### src/rtl/ppa_pkg.sv
// Shared types and elaboration helpers for the pipelined Sklansky prefix adder.
package ppa_pkg;

  typedef enum logic {
    OP_ADD = 1'b0,
    OP_SUB = 1'b1
  } op_t;

  // Bit n set means WIDTH = 2**n is a supported operand width (8, 16, 32, 64).
  localparam logic [6:0] LEGAL_WIDTH_LOG2_MASK = 7'b1111000;

  function automatic int levels_from_width(input int width);
    return $clog2(width);
  endfunction

  function automatic bit width_is_legal(input int width);
    int lv;
    lv = $clog2(width);
    if (width <= 0 || lv > 6 || (1 << lv) != width) return 1'b0;
    return LEGAL_WIDTH_LOG2_MASK[lv[2:0]];
  endfunction

endpackage

### src/rtl/ppa_prefix_stage.sv
// One combinational Sklansky prefix level over generate/propagate pairs.
module ppa_prefix_stage
  import ppa_pkg::*;
#(
  parameter int WIDTH = 16,
  parameter int LEVEL = 1
) (
  input  logic [WIDTH-1:0] g_in,
  input  logic [WIDTH-1:0] p_in,
  output logic [WIDTH-1:0] g_out,
  output logic [WIDTH-1:0] p_out
);

  for (genvar i = 0; i < WIDTH; i++) begin : g_bit
    if (((i >> (LEVEL - 1)) & 1) == 1) begin : g_comb
      // Partner is the top bit of the block just below this bit's 2**(LEVEL-1) block.
      localparam int J = ((i >> (LEVEL - 1)) << (LEVEL - 1)) - 1;
      assign g_out[i] = g_in[i] | (p_in[i] & g_in[J]);
      assign p_out[i] = p_in[i] & p_in[J];
    end else begin : g_pass
      assign g_out[i] = g_in[i];
      assign p_out[i] = p_in[i];
    end
  end

endmodule

### src/rtl/ppa_pipe_adder.sv
// Pipelined Sklansky adder/subtractor: one register stage for bit terms, one per prefix level.
// Handshake: a side transfers on a rising edge with valid&ready; every stage advances together on en.
module ppa_pipe_adder
  import ppa_pkg::*;
#(
  parameter int WIDTH = 16
) (
  input  logic             clk,
  input  logic             reset,
  input  logic             in_valid,
  output logic             in_ready,
  input  logic [WIDTH-1:0] a,
  input  logic [WIDTH-1:0] b,
  input  logic             cin,
  input  op_t              op,
  output logic             out_valid,
  input  logic             out_ready,
  output logic [WIDTH-1:0] sum,
  output logic             cout,
  output logic             ovf,
  output logic             zero
);

  localparam int LEVELS = levels_from_width(WIDTH);

  if (!width_is_legal(WIDTH)) begin : g_illegal_width
    $error("ppa_pipe_adder: WIDTH must be 8, 16, 32 or 64");
  end

  // Stage s (0..LEVELS-1) holds group terms after s prefix levels.
  logic [LEVELS-1:0][WIDTH-1:0] grp_g_q, grp_g_d;
  logic [LEVELS-1:0][WIDTH-1:0] grp_p_q, grp_p_d;
  logic [LEVELS-1:0][WIDTH-1:0] bit_p_q, bit_p_d;
  logic [LEVELS-1:0]            c_eff_q, c_eff_d;
  logic [LEVELS-1:0]            stage_v_q, stage_v_d;
  logic [WIDTH-1:0]             b_eff_q, b_eff_d;
  op_t                          op_q, op_d;

  logic [WIDTH-1:0] sum_q, sum_d;
  logic             cout_q, cout_d;
  logic             ovf_q, ovf_d;
  logic             zero_q, zero_d;
  logic             out_valid_q, out_valid_d;

  logic [LEVELS-1:0][WIDTH-1:0] lvl_g, lvl_p;
  logic [WIDTH-1:0]             carry_vec;
  logic                         en;

  for (genvar k = 1; k <= LEVELS; k++) begin : g_level
    ppa_prefix_stage #(
      .WIDTH(WIDTH),
      .LEVEL(k)
    ) u_level (
      .g_in (grp_g_q[k-1]),
      .p_in (grp_p_q[k-1]),
      .g_out(lvl_g[k-1]),
      .p_out(lvl_p[k-1])
    );
  end

  assign en        = ~out_valid_q | out_ready;
  assign in_ready  = en;
  // carry_vec[i] is the carry into bit i; bit 0 takes the effective carry-in.
  assign carry_vec = {lvl_g[LEVELS-1][WIDTH-2:0], c_eff_q[LEVELS-1]};

  always_comb begin
    grp_g_d     = grp_g_q;
    grp_p_d     = grp_p_q;
    bit_p_d     = bit_p_q;
    c_eff_d     = c_eff_q;
    stage_v_d   = stage_v_q;
    b_eff_d     = b_eff_q;
    op_d        = op_q;
    sum_d       = sum_q;
    cout_d      = cout_q;
    ovf_d       = ovf_q;
    zero_d      = zero_q;
    out_valid_d = out_valid_q;
    if (en) begin
      op_d          = op;
      b_eff_d       = (op == OP_SUB) ? ~b : b;
      c_eff_d[0]    = (op == OP_SUB) ? 1'b1 : cin;
      bit_p_d[0]    = a ^ b_eff_d;
      grp_p_d[0]    = a ^ b_eff_d;
      grp_g_d[0]    = a & b_eff_d;
      grp_g_d[0][0] = grp_g_d[0][0] | (bit_p_d[0][0] & c_eff_d[0]);
      stage_v_d[0]  = in_valid;
      for (int s = 1; s < LEVELS; s++) begin
        grp_g_d[s]   = lvl_g[s-1];
        grp_p_d[s]   = lvl_p[s-1];
        bit_p_d[s]   = bit_p_q[s-1];
        c_eff_d[s]   = c_eff_q[s-1];
        stage_v_d[s] = stage_v_q[s-1];
      end
      sum_d       = bit_p_q[LEVELS-1] ^ carry_vec;
      cout_d      = lvl_g[LEVELS-1][WIDTH-1];
      ovf_d       = lvl_g[LEVELS-1][WIDTH-2] ^ lvl_g[LEVELS-1][WIDTH-1];
      zero_d      = (sum_d == '0);
      out_valid_d = stage_v_q[LEVELS-1];
    end
  end

  always_ff @(posedge clk) begin
    if (reset) begin
      grp_g_q     <= '0;
      grp_p_q     <= '0;
      bit_p_q     <= '0;
      c_eff_q     <= '0;
      stage_v_q   <= '0;
      b_eff_q     <= '0;
      op_q        <= OP_ADD;
      sum_q       <= '0;
      cout_q      <= 1'b0;
      ovf_q       <= 1'b0;
      zero_q      <= 1'b0;
      out_valid_q <= 1'b0;
    end else begin
      grp_g_q     <= grp_g_d;
      grp_p_q     <= grp_p_d;
      bit_p_q     <= bit_p_d;
      c_eff_q     <= c_eff_d;
      stage_v_q   <= stage_v_d;
      b_eff_q     <= b_eff_d;
      op_q        <= op_d;
      sum_q       <= sum_d;
      cout_q      <= cout_d;
      ovf_q       <= ovf_d;
      zero_q      <= zero_d;
      out_valid_q <= out_valid_d;
    end
  end

  // Stage-0 operand copies and the last level's group propagate have no downstream reader.
  logic unused_bits;
  assign unused_bits = ^{lvl_p[LEVELS-1], b_eff_q, op_q};

  assign out_valid = out_valid_q;
  assign sum       = sum_q;
  assign cout      = cout_q;
  assign ovf       = ovf_q;
  assign zero      = zero_q;

endmodule

### config.mk
export PLATFORM = sky130hd
export DESIGN_NAME = ppa_pipe_adder
export DESIGN_NICKNAME = d
export VERILOG_FILES = /design/src/rtl/ppa_pkg.sv /design/src/rtl/ppa_prefix_stage.sv /design/src/rtl/ppa_pipe_adder.sv
export SDC_FILE = /design/constraint.sdc
export NUM_CORES = 1
export LEC_CHECK = 0
export BUFFER_PORTS_ARGS = -buffer_cell sky130_fd_sc_hd__buf_2
export CORE_AREA = 4 4 113 115
export CTS_BUF_LIST = sky130_fd_sc_hd__clkbuf_16
export CTS_CLUSTER_DIAMETER = 40
export CTS_CLUSTER_SIZE = 14
export DETAILED_ROUTE_END_ITERATION = 8
export DIE_AREA = 0 0 117 119
export PLACE_DENSITY = 0.87
export SETUP_SLACK_MARGIN = 0.3
export SLEW_MARGIN = 20
export SYNTH_ARGS = -nofsm -noshare
export SYNTH_HDL_FRONTEND = slang
export SYNTH_SLANG_ARGS = --single-unit
### constraint.sdc
create_clock -name clk -period 1.9 [get_ports clk]
set_clock_uncertainty 0.15 [all_clocks]
set_input_delay 0.38 -clock clk [delete_from_list [all_inputs] [get_ports clk]]
set_output_delay 0.38 -clock clk [all_outputs]
set_load 0.02 [all_outputs]
==> results of run 1 <==
## logic make-up after synthesis
| group | count (synthesis) | share of synthesized area [%] |
|---|---|---|
| AND/OR/NAND/NOR | 361 | 21.1 |
| flip-flops | 179 | 52.5 |
| XOR/XNOR | 31 | 3.97 |
| AO/OA/AOI/OAI | 187 | 15.1 |
| buffers and inverters | 63 | 4.21 |
| adder cells (fa/ha/maj) | 17 | 3.11 |
## how the worst max path moves through the flow
stage	cells after the start	start	end	slack, ns
after floorplan	4	out_valid	in_ready	0.34
after global placement	6	out_ready	bit_p_q[17]	0.23
after detailed placement	5	out_ready	sum[0]	0.18
after CTS	3	out_valid	in_ready	0.20
after global routing	4	grp_g_q[55]	zero	0.17
final	4	grp_g_q[55]	zero	0.20
## cells in the mapped netlist (all sizes together), types with 2 or more instances
cell type and count:
clkbuf 30, o21ai 2, nor3 31, dfxtp 179, xor2 17, xnor2 14
ha 17, buf 32, nor2 40, nand3 18, nand2 267, a211oi 33
a21oi 148
## stage by stage
stage,area (µm²),setup WS (ns)
after floorplan,6830,0.342
after global placement,7210,0.229
after detailed placement,7210,0.180
after CTS,7860,0.203
after global routing,7940,0.167
final,7940,0.200
## flip-flops by register name (all words and copies together), names as in the netlist
register   cells
grp_g_q       64
ovf            1
zero           1
sum           16
cout           1
stage_v_q      4
bit_p_q       50
c_eff_q        4
out_valid      1
grp_p_q       37
## what timing repair did
action | 4_1_cts | 5_1_grt
hold buffers | 0 | 0
setup buffers | 3 | 0
resized for setup | 8 | 5
pin swaps | 2 | 0
gates cloned | 2 | 2
endpoints found under the setup margin | 7 | 66
## power groups by stage
stage / clock network [mW] / registers [mW] / logic (mW)
floorplan: 0 / 4.10 / 0.335
global placement: 0 / 4.11 / 0.479
detailed placement: 0 / 4.11 / 0.491
CTS: 3.29 / 4.04 / 0.505
global route: 3.45 / 4.06 / 0.591
finish: 3.27 / 4.04 / 0.513
## layout make-up
type,instances,area [µm²]
Sequential cell,179,3580
Timing Repair Buffer,80,626
Multi-Input combinational cell,596,2970
Clock inverter,15,128
Timing Repair inverter,1,6.26
Clock buffer,17,425
Tap cell,147,184
Fill cell,900,3870
Inverter,1,11.3
## layer usage
| layer | wire, µm | up-vias | part of all wire, % | global-route usage [%] |
|---|---|---|---|---|
| met4 | 189 | 0 | 1.2 | 5.95 |
| met5 | 0 | - | 0 | 0 |
| met1 | 6780 | 2671 | 44 | 31.5 |
| met3 | 1160 | 24 | 7.6 | 5.95 |
| met2 | 7280 | 213 | 47 | 32.8 |
| li1 | - | 2866 | - | - |
## worst reg2reg max path: stages (launching register included)
cell and delay, ns:
sky130_fd_sc_hd__dfxtp_1 0.31, sky130_fd_sc_hd__ha_1 0.34, sky130_fd_sc_hd__or4_4 0.57, sky130_fd_sc_hd__nor3_4 0.12, sky130_fd_sc_hd__a31o_1 0.15
==> Flow_metrics.wiki, run 1 <==
{| class="wikitable"
! Metric !! Value
|-
| Peak supply drop || around 0.0006 V
|-
| Shortest clock period the worst path allows after layout || 1.70 ns
|-
| Placeable core region || 0.0118 mm²
|-
| Fraction of power consumed by the clock network || about two fifths
|-
| Global-route wire length before repair || approximately 25 mm
|-
| Longest individual stage delay on the worst path || 0.57 ns
|-
| Die Height || approximately 120 µm
|-
| Nature of the critical path startpoint || flop
|-
| Leading post-synthesis cells by cell area || sky130_fd_sc_hd__dfxtp_1 52%, sky130_fd_sc_hd__nand2_1 15%, sky130_fd_sc_hd__a21oi_1 11%, sky130_fd_sc_hd__a211oi_1 3.6%, sky130_fd_sc_hd__ha_1 3.1%
|-
| Cell Count Post-Placement || 997
|-
| Switching power of the nets || 1.79 mW
|-
| Gate count of the mapped netlist || roughly 840
|-
| CTS H-tree lvls || 4
|-
| Critical register-to-register path startpoint || grp_g_q[55]
|-
| Unrepaired setup endpoints after global routing || yes
|-
| Sum Neg Setup Slack || 0 ns
|-
| I/O pin total || approximately 60
|-
| Root buffer cell || sky130_fd_sc_hd__clkbuf_16
|-
| Syn. warnings || 0
|-
| CTS max path bufs || 2
|-
| Data required time at the worst endpoint || 2.12 ns
|-
| Crit path cell chain || ha_1, or4_4, nor3_4, a31o_1
|-
| Die Footprint || about 0.014 mm²
|-
| Placer congestion estimate || 0.748
|-
| Setup Viol. Count Final || 0
|-
| Critical path start-end classification || reg -> reg
|-
| Power per cell area || 986 mW/mm²
|-
| Switching Share || 22.9%
|-
| Average cell area after synthesis || about 8.2 µm²
|-
| Combinational cell fraction of total power || roughly 6.6%
|-
| Maximum frequency from static timing analysis || between 500 and 600 MHz
|-
| Total global-route track usage || around 22%
|-
| Antenna violations before repair || 0
|-
| Number of placement rows || 40
|-
| Most frequent cells in the layout || 267 x sky130_fd_sc_hd__nand2_1, 178 x sky130_fd_sc_hd__dfxtp_1, 148 x sky130_fd_sc_hd__a21oi_1
|-
| Iteration-0 DRC count of the detailed router || 539
|-
| Crit-path max FO || 2
|-
| Most used flip-flop cell after synthesis || sky130_fd_sc_hd__dfxtp_1
|-
| Cell-internal power || 6.04 mW
|-
| Count of port buffers added during placement || 58
|-
| Max-capacitance violation count || 0
|-
| Area Overhead vs Synth || 16.2%
|-
| Number of global-route vias before repair || 5320
|-
| Avg WL per Cell || between 10 and 15 µm
|-
| Proportion of synthesized chip area in sequential cells || a little over half
|-
| Router iterations before antenna repair || 5
|-
| Fraction of power consumed by sequential logic || roughly half
|-
| Register clock-pin slew on the reported worst setup and hold paths || 0.06 ns
|-
| Final standard cell count with taps included and fillers excluded || 1036
|-
| Number of synthesized register bits || 179
|-
| CP max-delay cell || sky130_fd_sc_hd__or4_4
|-
| Cells on Worst Hold Path || 3
|-
| Clock tree from TritonCTS || yes
|-
| Die width || roughly 120 µm
|-
| Arrival time of data at the critical path endpoint || ~1.9 ns
|-
| Worst R2R End || zero
|-
| Clk_lat worst skew || around 0.42 ns
|-
| Post-route total power || roughly 7.8 mW
|-
| Total inserted antenna cells || 0
|-
| Count of flip-flops with a built-in enable after synthesis || 0
|-
| Fraction of layout cells with a size suffix above 1 || roughly 12%
|-
| Portion of synthesized cell area occupied by the leading cell type || between 50% and 60%
|-
| Mean number of vias per cell || 5.57
|-
| Number of different library cells in the post-synthesis netlist || 26
|-
| Total count of max-transition violations in the final report || 0
|-
| WP buf/inv || 0
|-
| Nets || 931
|-
| Most common cell after layout, fill and taps aside || sky130_fd_sc_hd__nand2_1
|-
| Pin slew with the least headroom to its limit || ~0.38 ns
|-
| Initial core utilization || between 50 and 60%
|-
| Number of hold violations in the final report || 0
|-
| Worst hold path class || in -> reg
|-
| Hold Worst Slack || 0.0484 ns
|-
| Post-Synthesis Cell Area || roughly 0.0068 mm²
|-
| Estimated wirelength of the detail-placed design || roughly 8.6 mm
|-
| Total DRC errors in the routed layout || 0
|-
| Grt total ovfl || 0
|-
| Status || finished, final reports clean
|-
| DRT antenna net count || 0
|-
| Inserted Clock Buffers || 17
|-
| R2R setup slack || between 0.15 and 0.2 ns
|-
| Pin count of the biggest net entering global routing || 89
|-
| Worst reg-to-reg path cell count || 4
|-
| Headroom to the max-slew limit || approximately three quarters
|-
| Start point of the worst hold path || in_valid
|-
| Static leakage power || 3.08 nW
|-
| Post-synthesis async set-or-reset flop share || 0%
|-
| Crit path max-delay family || simple AND/OR/NAND/NOR gates
|-
| Category of the worst setup path capture point || flop
|-
| Vias || roughly 5800
|-
| Hold Path Sink || stage_v_q[0]
|-
| Yosys top cell by area || sky130_fd_sc_hd__dfxtp_1
|-
| Tcrit/Tclk final || between 80% and 90%
|-
| Post-Synthesis Net Count || about 890
|-
| Sink count of the clock tree || around 180
|-
| Final routed wirelength across all metal layers || around 15 mm
|-
| Utilization after layout || 67.2%
|}
No activity file was read; power rests on OpenSTA's default activity.
==> run 2: changes to the inputs <==
BUFFER_PORTS_ARGS = default   (was -buffer_cell sky130_fd_sc_hd__buf_2)
CORE_AREA = 4 4 110 112   (was 4 4 113 115)
DIE_AREA = 0 0 114 116   (was 0 0 117 119)
DONT_BUFFER_PORTS = 1   (was default)
PLACE_DENSITY = 0.86   (was 0.87)
==> Flow_metrics.wiki, run 2 (same netlist as run 1, synthesis figures left out) <==
{| class="wikitable"
! Metric !! Value
|-
| Longest individual stage delay on the worst path || 0.32 ns (was 0.57 ns)
|-
| Design area || 0.00768 mm² (was 0.00794 mm²)
|-
| Global-route wire length before repair || 23.5 mm (was 25.0 mm)
|-
| CTS max path bufs || 2 (unchanged)
|-
| Grt total ovfl || 0 (unchanged)
|-
| Fraction of power consumed by the clock network || 46.0% (was 41.8%)
|-
| Iteration-0 DRC count of the detailed router || 397 (was 539)
|-
| CP max-delay cell || sky130_fd_sc_hd__dfxtp_2 (was sky130_fd_sc_hd__or4_4)
|-
| Antenna violations before repair || 0 (unchanged)
|-
| Max-capacitance violation count || 0 (unchanged)
|-
| Area Overhead vs Synth || 12.4% (was 16.2%)
|-
| Clk_lat worst skew || 0.43 ns (was 0.42 ns)
|-
| Worst hold path class || in -> reg (unchanged)
|-
| I/O pin total || 59 (unchanged)
|-
| Placeable core region || 0.0112 mm² (was 0.0118 mm²)
|-
| Router iterations before antenna repair || 5 (unchanged)
|-
| Arrival time of data at the critical path endpoint || 1.13 ns (was 1.92 ns)
|-
| Unrepaired setup endpoints after global routing || yes (unchanged)
|-
| Sum Neg Setup Slack || 0 ns (unchanged)
|-
| Static leakage power || 2.81 nW (was 3.08 nW)
|-
| Register clock-pin slew on the reported worst setup and hold paths || 0.06 ns (about the same)
|-
| Switching Share || 21.5% (was 22.9%)
|-
| Mean number of vias per cell || 5.65 (was 5.57)
|-
| Crit path cell chain || nor2b_4, inv_6 (was ha_1, or4_4, nor3_4, a31o_1)
|-
| Total count of max-transition violations in the final report || 0 (unchanged)
|-
| Setup Viol. Count Final || 0 (unchanged)
|-
| Pin slew with the least headroom to its limit || 0.383 ns (was 0.380 ns)
|-
| Clock tree from TritonCTS || yes (unchanged)
|-
| Inserted Clock Buffers || 17 (unchanged)
|-
| Peak supply drop || 0.000595 V (was 0.000607 V)
|-
| Combinational cell fraction of total power || 4.3% (was 6.6%)
|-
| Placed Area || 0.00687 mm² (was 0.00721 mm²)
|-
| Category of the worst setup path capture point || output pin (was flop)
|-
| Placer congestion estimate || 0.719 (was 0.748)
|-
| Fraction of layout cells with a size suffix above 1 || 6.19% (was 12.5%)
|-
| Die Height || 116 µm (was 119 µm)
|-
| Crit path setup slack, layout || 0.241 ns (was 0.200 ns)
|-
| Root buffer cell || sky130_fd_sc_hd__clkbuf_16 (unchanged)
|-
| Critical path start-end classification || reg -> out (was reg -> reg)
|-
| Shortest clock period the worst path allows after layout || 1.66 ns (was 1.70 ns)
|-
| Die width || 114 µm (was 117 µm)
|-
| Number of placement rows || 39 (was 40)
|-
| Headroom to the max-slew limit || 74.5% (about the same)
|-
| Pin count of the biggest net entering global routing || 181 (was 89)
|-
| Maximum frequency from static timing analysis || 603 MHz (was 588 MHz)
|-
| Avg WL per Cell || 15.1 µm (was 14.9 µm)
|-
| Max FFs per register || 64 (unchanged)
|-
| Total DRC errors in the routed layout || 0 (unchanged)
|-
| Power per cell area || 1060 mW/mm² (was 986 mW/mm²)
|-
| Most common cell after layout, fill and taps aside || sky130_fd_sc_hd__nand2_1 (unchanged)
|-
| Largest register by flop count || grp_g_q (unchanged)
|-
| Worst setup slack before clock tree synthesis || 0.301 ns (was 0.180 ns)
|-
| Estimated wirelength of the detail-placed design || 7.63 mm (was 8.55 mm)
|-
| Total global-route track usage || 22.1% (was 22.0%)
|-
| Initial core utilization || 60.9% (was 57.8%)
|-
| Number of global-route vias before repair || 4911 (was 5320)
|-
| Total inserted antenna cells || 0 (unchanged)
|-
| Cell-internal power || 6.41 mW (was 6.04 mW)
|-
| Die Footprint || 0.0132 mm² (was 0.0139 mm²)
|-
| Switching power of the nets || 1.75 mW (was 1.79 mW)
|-
| Nets || 866 (was 931)
|-
| Number of hold violations in the final report || 135 (was 0)
|-
| DRT antenna net count || 0 (unchanged)
|-
| Top flop regs || grp_g_q: 64 flops, bit_p_q: 50 flops, grp_p_q: 37 flops (unchanged)
|-
| Status || finished, violations left (was finished, final reports clean)
|-
| Sink count of the clock tree || 179 (unchanged)
|-
| Vias || 5464 (was 5774)
|-
| Count of port buffers added during placement || 0 (was 58)
|-
| Crit-path max FO || 13 (was 2)
|-
| CTS H-tree lvls || 4 (unchanged)
|-
| Hold Worst Slack || -0.122 ns (was 0.0484 ns)
|-
| Fraction of power consumed by sequential logic || 49.7% (was 51.6%)
|-
| Most frequent cells in the layout || 267 x sky130_fd_sc_hd__nand2_1, 178 x sky130_fd_sc_hd__dfxtp_1, 147 x sky130_fd_sc_hd__a21oi_1 (was 267 x sky130_fd_sc_hd__nand2_1, 178 x sky130_fd_sc_hd__dfxtp_1, 148 x sky130_fd_sc_hd__a21oi_1)
|-
| Tcrit/Tclk final || 87.3% (was 89.5%)
|-
| Final routed wirelength across all metal layers || 14.6 mm (was 15.4 mm)
|-
| Failing checks || negative hold slack
|-
| Nature of the critical path startpoint || flop (unchanged)
|-
| Data required time at the worst endpoint || 1.37 ns (was 2.12 ns)
|}
run 2: worst max-delay path: cells and delay by family, from the launching register on:
family	cells	cell delay (ns)
simple gates	1	0.25
buf+inv	1	0.12
flops	1	0.32
run 2: worst paths after layout:
path,from,endpoint,slack (ns),depth (start not counted)
max,out_valid,in_ready,0.24,2
min,reset,grp_g_q[3],-0.12,1
max reg2reg,out_valid,zero,0.25,6
min reg2reg,grp_g_q[3],grp_g_q[3],0.30,2
run 2: cell type report:
class | instances | area (µm²)
fill | 847 | 3540
inverter | 1 | 8.76
timing repair buffer | 16 | 294
clock inverter | 15 | 213
sequential | 179 | 3580
tap | 143 | 179
multi-input combinational | 596 | 2970
clock buffer | 17 | 425
run 2: layer usage:
layer / GRT usage (%) / up-vias / part of all wire, %
li1: - / 2733 / -
met1: 29.2 / 2514 / 44
met2: 34.4 / 188 / 48
met5: 0 / - / 0
met4: 8.23 / 0 / 1.7
met3: 6.79 / 29 / 7.0
run 2: power by group through the flow:
stage	combinational (mW)	sequential [mW]	clock, mW
floorplan	0.335	4.10	0
global placement	0.322	4.13	0
detailed placement	0.333	4.13	0
CTS	0.349	4.05	3.79
global route	0.413	4.07	3.95
finish	0.352	4.06	3.75
run 2: per-stage QoR:
stage / power [mW] / std cells / utilization, %
floorplan: 4.43 / 838 / -
global placement: 4.45 / 928 / 61.2
detailed placement: 4.47 / 928 / 61.2
CTS: 8.19 / 965 / 67.7
global route: 8.44 / 967 / 68.4
finish: 8.16 / 967 / 68.4
run 2: repair_timing:
action                                 4_1_cts  5_1_grt
pin swaps                                    0        5
endpoints found under the hold margin      178      178
setup endpoints to repair                    5       47
resized for setup                            2        5
cloned                                       1        2
setup buffers                                4        0
==> run 3: changes to the inputs <==
CORE_AREA = 4 4 171 173   (was 4 4 110 112)
DIE_AREA = 0 0 175 177   (was 0 0 114 116)
PLACE_DENSITY = 0.47   (was 0.86)
==> Flow_metrics.wiki, run 3 (same netlist as run 1, synthesis figures left out) <==
{| class="wikitable"
! Metric !! Value
|-
| Hold Worst Slack || -0.137 ns (was -0.122 ns)
|-
| Most common cell after layout, fill and taps aside || sky130_fd_sc_hd__nand2_1 (unchanged)
|-
| Estimated wirelength of the detail-placed design || 9.25 mm (was 7.63 mm)
|-
| Cell Count Post-Placement || 1165 (was 928)
|-
| Placeable core region || 0.0276 mm² (was 0.0112 mm²)
|-
| Failing checks || negative hold slack (unchanged)
|-
| Nets || 909 (was 866)
|-
| Tcrit/Tclk final || 90.1% (was 87.3%)
|-
| Max FFs per register || 64 (unchanged)
|-
| Router iterations before antenna repair || 4 (was 5)
|-
| Placer congestion estimate || 0.685 (was 0.719)
|-
| Total global-route track usage || 10.7% (was 22.1%)
|-
| Number of global-route vias before repair || 4853 (was 4911)
|-
| Number of hold violations in the final report || 122 (was 135)
|-
| Number of placement rows || 61 (was 39)
|-
| Unrepaired setup endpoints after global routing || yes (unchanged)
|-
| Vias || 5500 (was 5464)
|-
| Data required time at the worst endpoint || 1.37 ns (about the same)
|-
| Avg WL per Cell || 16.1 µm (was 15.1 µm)
|-
| Shortest clock period the worst path allows after layout || 1.71 ns (was 1.66 ns)
|-
| Footprint of the flip-flops and latches || 0.00358 mm² (unchanged)
|-
| Setup Viol. Count Final || 0 (unchanged)
|-
| Longest individual stage delay on the worst path || 0.32 ns (about the same)
|-
| Area Overhead vs Synth || 27.1% (was 12.4%)
|-
| Iteration-0 DRC count of the detailed router || 350 (was 397)
|-
| Clk_lat worst skew || 0.43 ns (about the same)
|-
| Largest register by flop count || grp_g_q (unchanged)
|-
| Worst hold path class || in -> reg (unchanged)
|-
| Maximum frequency from static timing analysis || 584 MHz (was 603 MHz)
|-
| Global-route wire length before repair || 26.9 mm (was 23.5 mm)
|-
| Total count of max-transition violations in the final report || 0 (unchanged)
|-
| Final routed wirelength across all metal layers || 20.0 mm (was 14.6 mm)
|-
| Fillers || 3007 (was 847)
|-
| Most frequent cells in the layout || 267 x sky130_fd_sc_hd__nand2_1, 178 x sky130_fd_sc_hd__dfxtp_1, 145 x sky130_fd_sc_hd__a21oi_1 (was 267 x sky130_fd_sc_hd__nand2_1, 178 x sky130_fd_sc_hd__dfxtp_1, 147 x sky130_fd_sc_hd__a21oi_1)
|-
| Combined area of the multi-input logic cells || 0.00303 mm² (was 0.00297 mm²)
|-
| Total inserted antenna cells || 0 (unchanged)
|-
| Inserted Clock Buffers || 17 (unchanged)
|-
| Post-route total power || 7.89 mW (was 8.16 mW)
|-
| Top flop regs || grp_g_q: 64 flops, bit_p_q: 50 flops, grp_p_q: 37 flops (unchanged)
|-
| Register clock-pin slew on the reported worst setup and hold paths || 0.07 ns (was 0.06 ns)
|-
| Static leakage power || 3.17 nW (was 2.81 nW)
|-
| WP buf/inv || 2 (was 1)
|-
| Category of the worst setup path capture point || output pin (unchanged)
|-
| Die Footprint || 0.0310 mm² (was 0.0132 mm²)
|-
| Antenna violations before repair || 0 (unchanged)
|-
| Pin slew with the least headroom to its limit || 0.352 ns (was 0.383 ns)
|-
| Start point of the worst hold path || reset (unchanged)
|-
| Arrival time of data at the critical path endpoint || 1.18 ns (was 1.13 ns)
|-
| Pin count of the biggest net entering global routing || 181 (unchanged)
|-
| Nature of the critical path startpoint || flop (unchanged)
|-
| Mean number of vias per cell || 4.42 (was 5.65)
|-
| Grt total ovfl || 0 (unchanged)
|-
| Sink count of the clock tree || 179 (unchanged)
|-
| R2R setup slack || 0.21 ns (was 0.25 ns)
|-
| Peak supply drop || 0.000564 V (was 0.000595 V)
|-
| Crit-path max FO || 2 (was 13)
|-
| Die width || 175 µm (was 114 µm)
|-
| Fraction of layout cells with a size suffix above 1 || 12.2% (was 6.19%)
|-
| Clock tree from TritonCTS || yes (unchanged)
|-
| Critical register-to-register path startpoint || out_valid (unchanged)
|-
| Headroom to the max-slew limit || 76.3% (was 74.5%)
|-
| I/O pin total || 59 (unchanged)
|-
| Critical path start-end classification || reg -> out (unchanged)
|-
| Crit path max-delay family || flip-flops (unchanged)
|-
| Total DRC errors in the routed layout || 0 (unchanged)
|-
| Initial core utilization || 24.7% (was 60.9%)
|-
| Final standard cell count with taps included and fillers excluded || 1245 (was 967)
|-
| Sum Neg Setup Slack || 0 ns (unchanged)
|-
| CP max-delay cell || sky130_fd_sc_hd__dfxtp_2 (unchanged)
|-
| CTS max path bufs || 2 (unchanged)
|-
| Count of port buffers added during placement || 0 (unchanged)
|-
| Max-capacitance violation count || 0 (unchanged)
|-
| Power per cell area || 908 mW/mm² (was 1060 mW/mm²)
|-
| CTS H-tree lvls || 4 (unchanged)
|-
| DRT antenna net count || 0 (unchanged)
|-
| Status || finished, violations left (unchanged)
|-
| Die Height || 177 µm (was 116 µm)
|-
| Root buffer cell || sky130_fd_sc_hd__clkbuf_16 (unchanged)
|-
| Launch point of the worst path || out_valid (unchanged)
|-
| Crit path cell chain || nor2b_4, inv_8, buf_6 (was nor2b_4, inv_6)
|}
[run 3: layout make-up]
type	count	area share, %
timing repair inverter	1	0.0720
sequential	179	41.3
inverter	1	0.130
multi-input combinational	596	34.9
clock inverter	15	1.63
tap	378	5.45
clock buffer	17	4.90
timing repair buffer	58	11.6
[run 3: final timing paths]
kind                       to  depth (start not counted)
setup / recovery     in_ready                          3
hold / removal     grp_g_q[7]                          1
setup reg to reg         zero                          6
hold reg to reg   grp_g_q[11]                          2
[run 3: per-layer routing]
layer / share of wire (%) / vias to the layer above / track usage (%)
met1: 52 / 2548 / 16.3
met5: 0 / - / 0
li1: - / 2842 / -
met2: 42 / 93 / 14.2
met4: 0.89 / 0 / 2.95
met3: 4.7 / 17 / 3.50
[run 3: power by group]
group          leakage (nW)  switching [mW]  internal, mW
logic                  1.43           0.189         0.199
clock network         0.273            1.52          1.92
registers              1.46           0.145          3.92
[run 3: what timing repair did]
| action | CTS | global route |
|---|---|---|
| cloned | 4 | 27 |
| setup buffers | 3 | 14 |
| pin swaps | 0 | 5 |
| endpoints found under the setup margin | 106 | 154 |
| resized for setup | 13 | 27 |
| endpoints found under the hold margin | 178 | 178 |
[run 3: metrics by stage]
stage                     utilization, %  instance area (µm²)  setup slack (ns)  hold slack [ns]
after floorplan                        -                 6830             0.342            0.282
after global placement              26.0                 7180             0.228            0.285
after detailed placement            26.0                 7180             0.204            0.289
after CTS                           28.7                 7930             0.154           -0.137
after global routing                31.4                 8680             0.141           -0.156
final                               31.4                 8680             0.188           -0.137
[run 3: worst reg2reg max path: stages (launching register included)]
cell,delay [ns]
sky130_fd_sc_hd__dfxtp_2,0.32
sky130_fd_sc_hd__nor2b_4,0.15
sky130_fd_sc_hd__buf_6,0.13
sky130_fd_sc_hd__buf_12,0.14
sky130_fd_sc_hd__or4_4,0.50
sky130_fd_sc_hd__nor3_2,0.11
sky130_fd_sc_hd__a31o_1,0.15
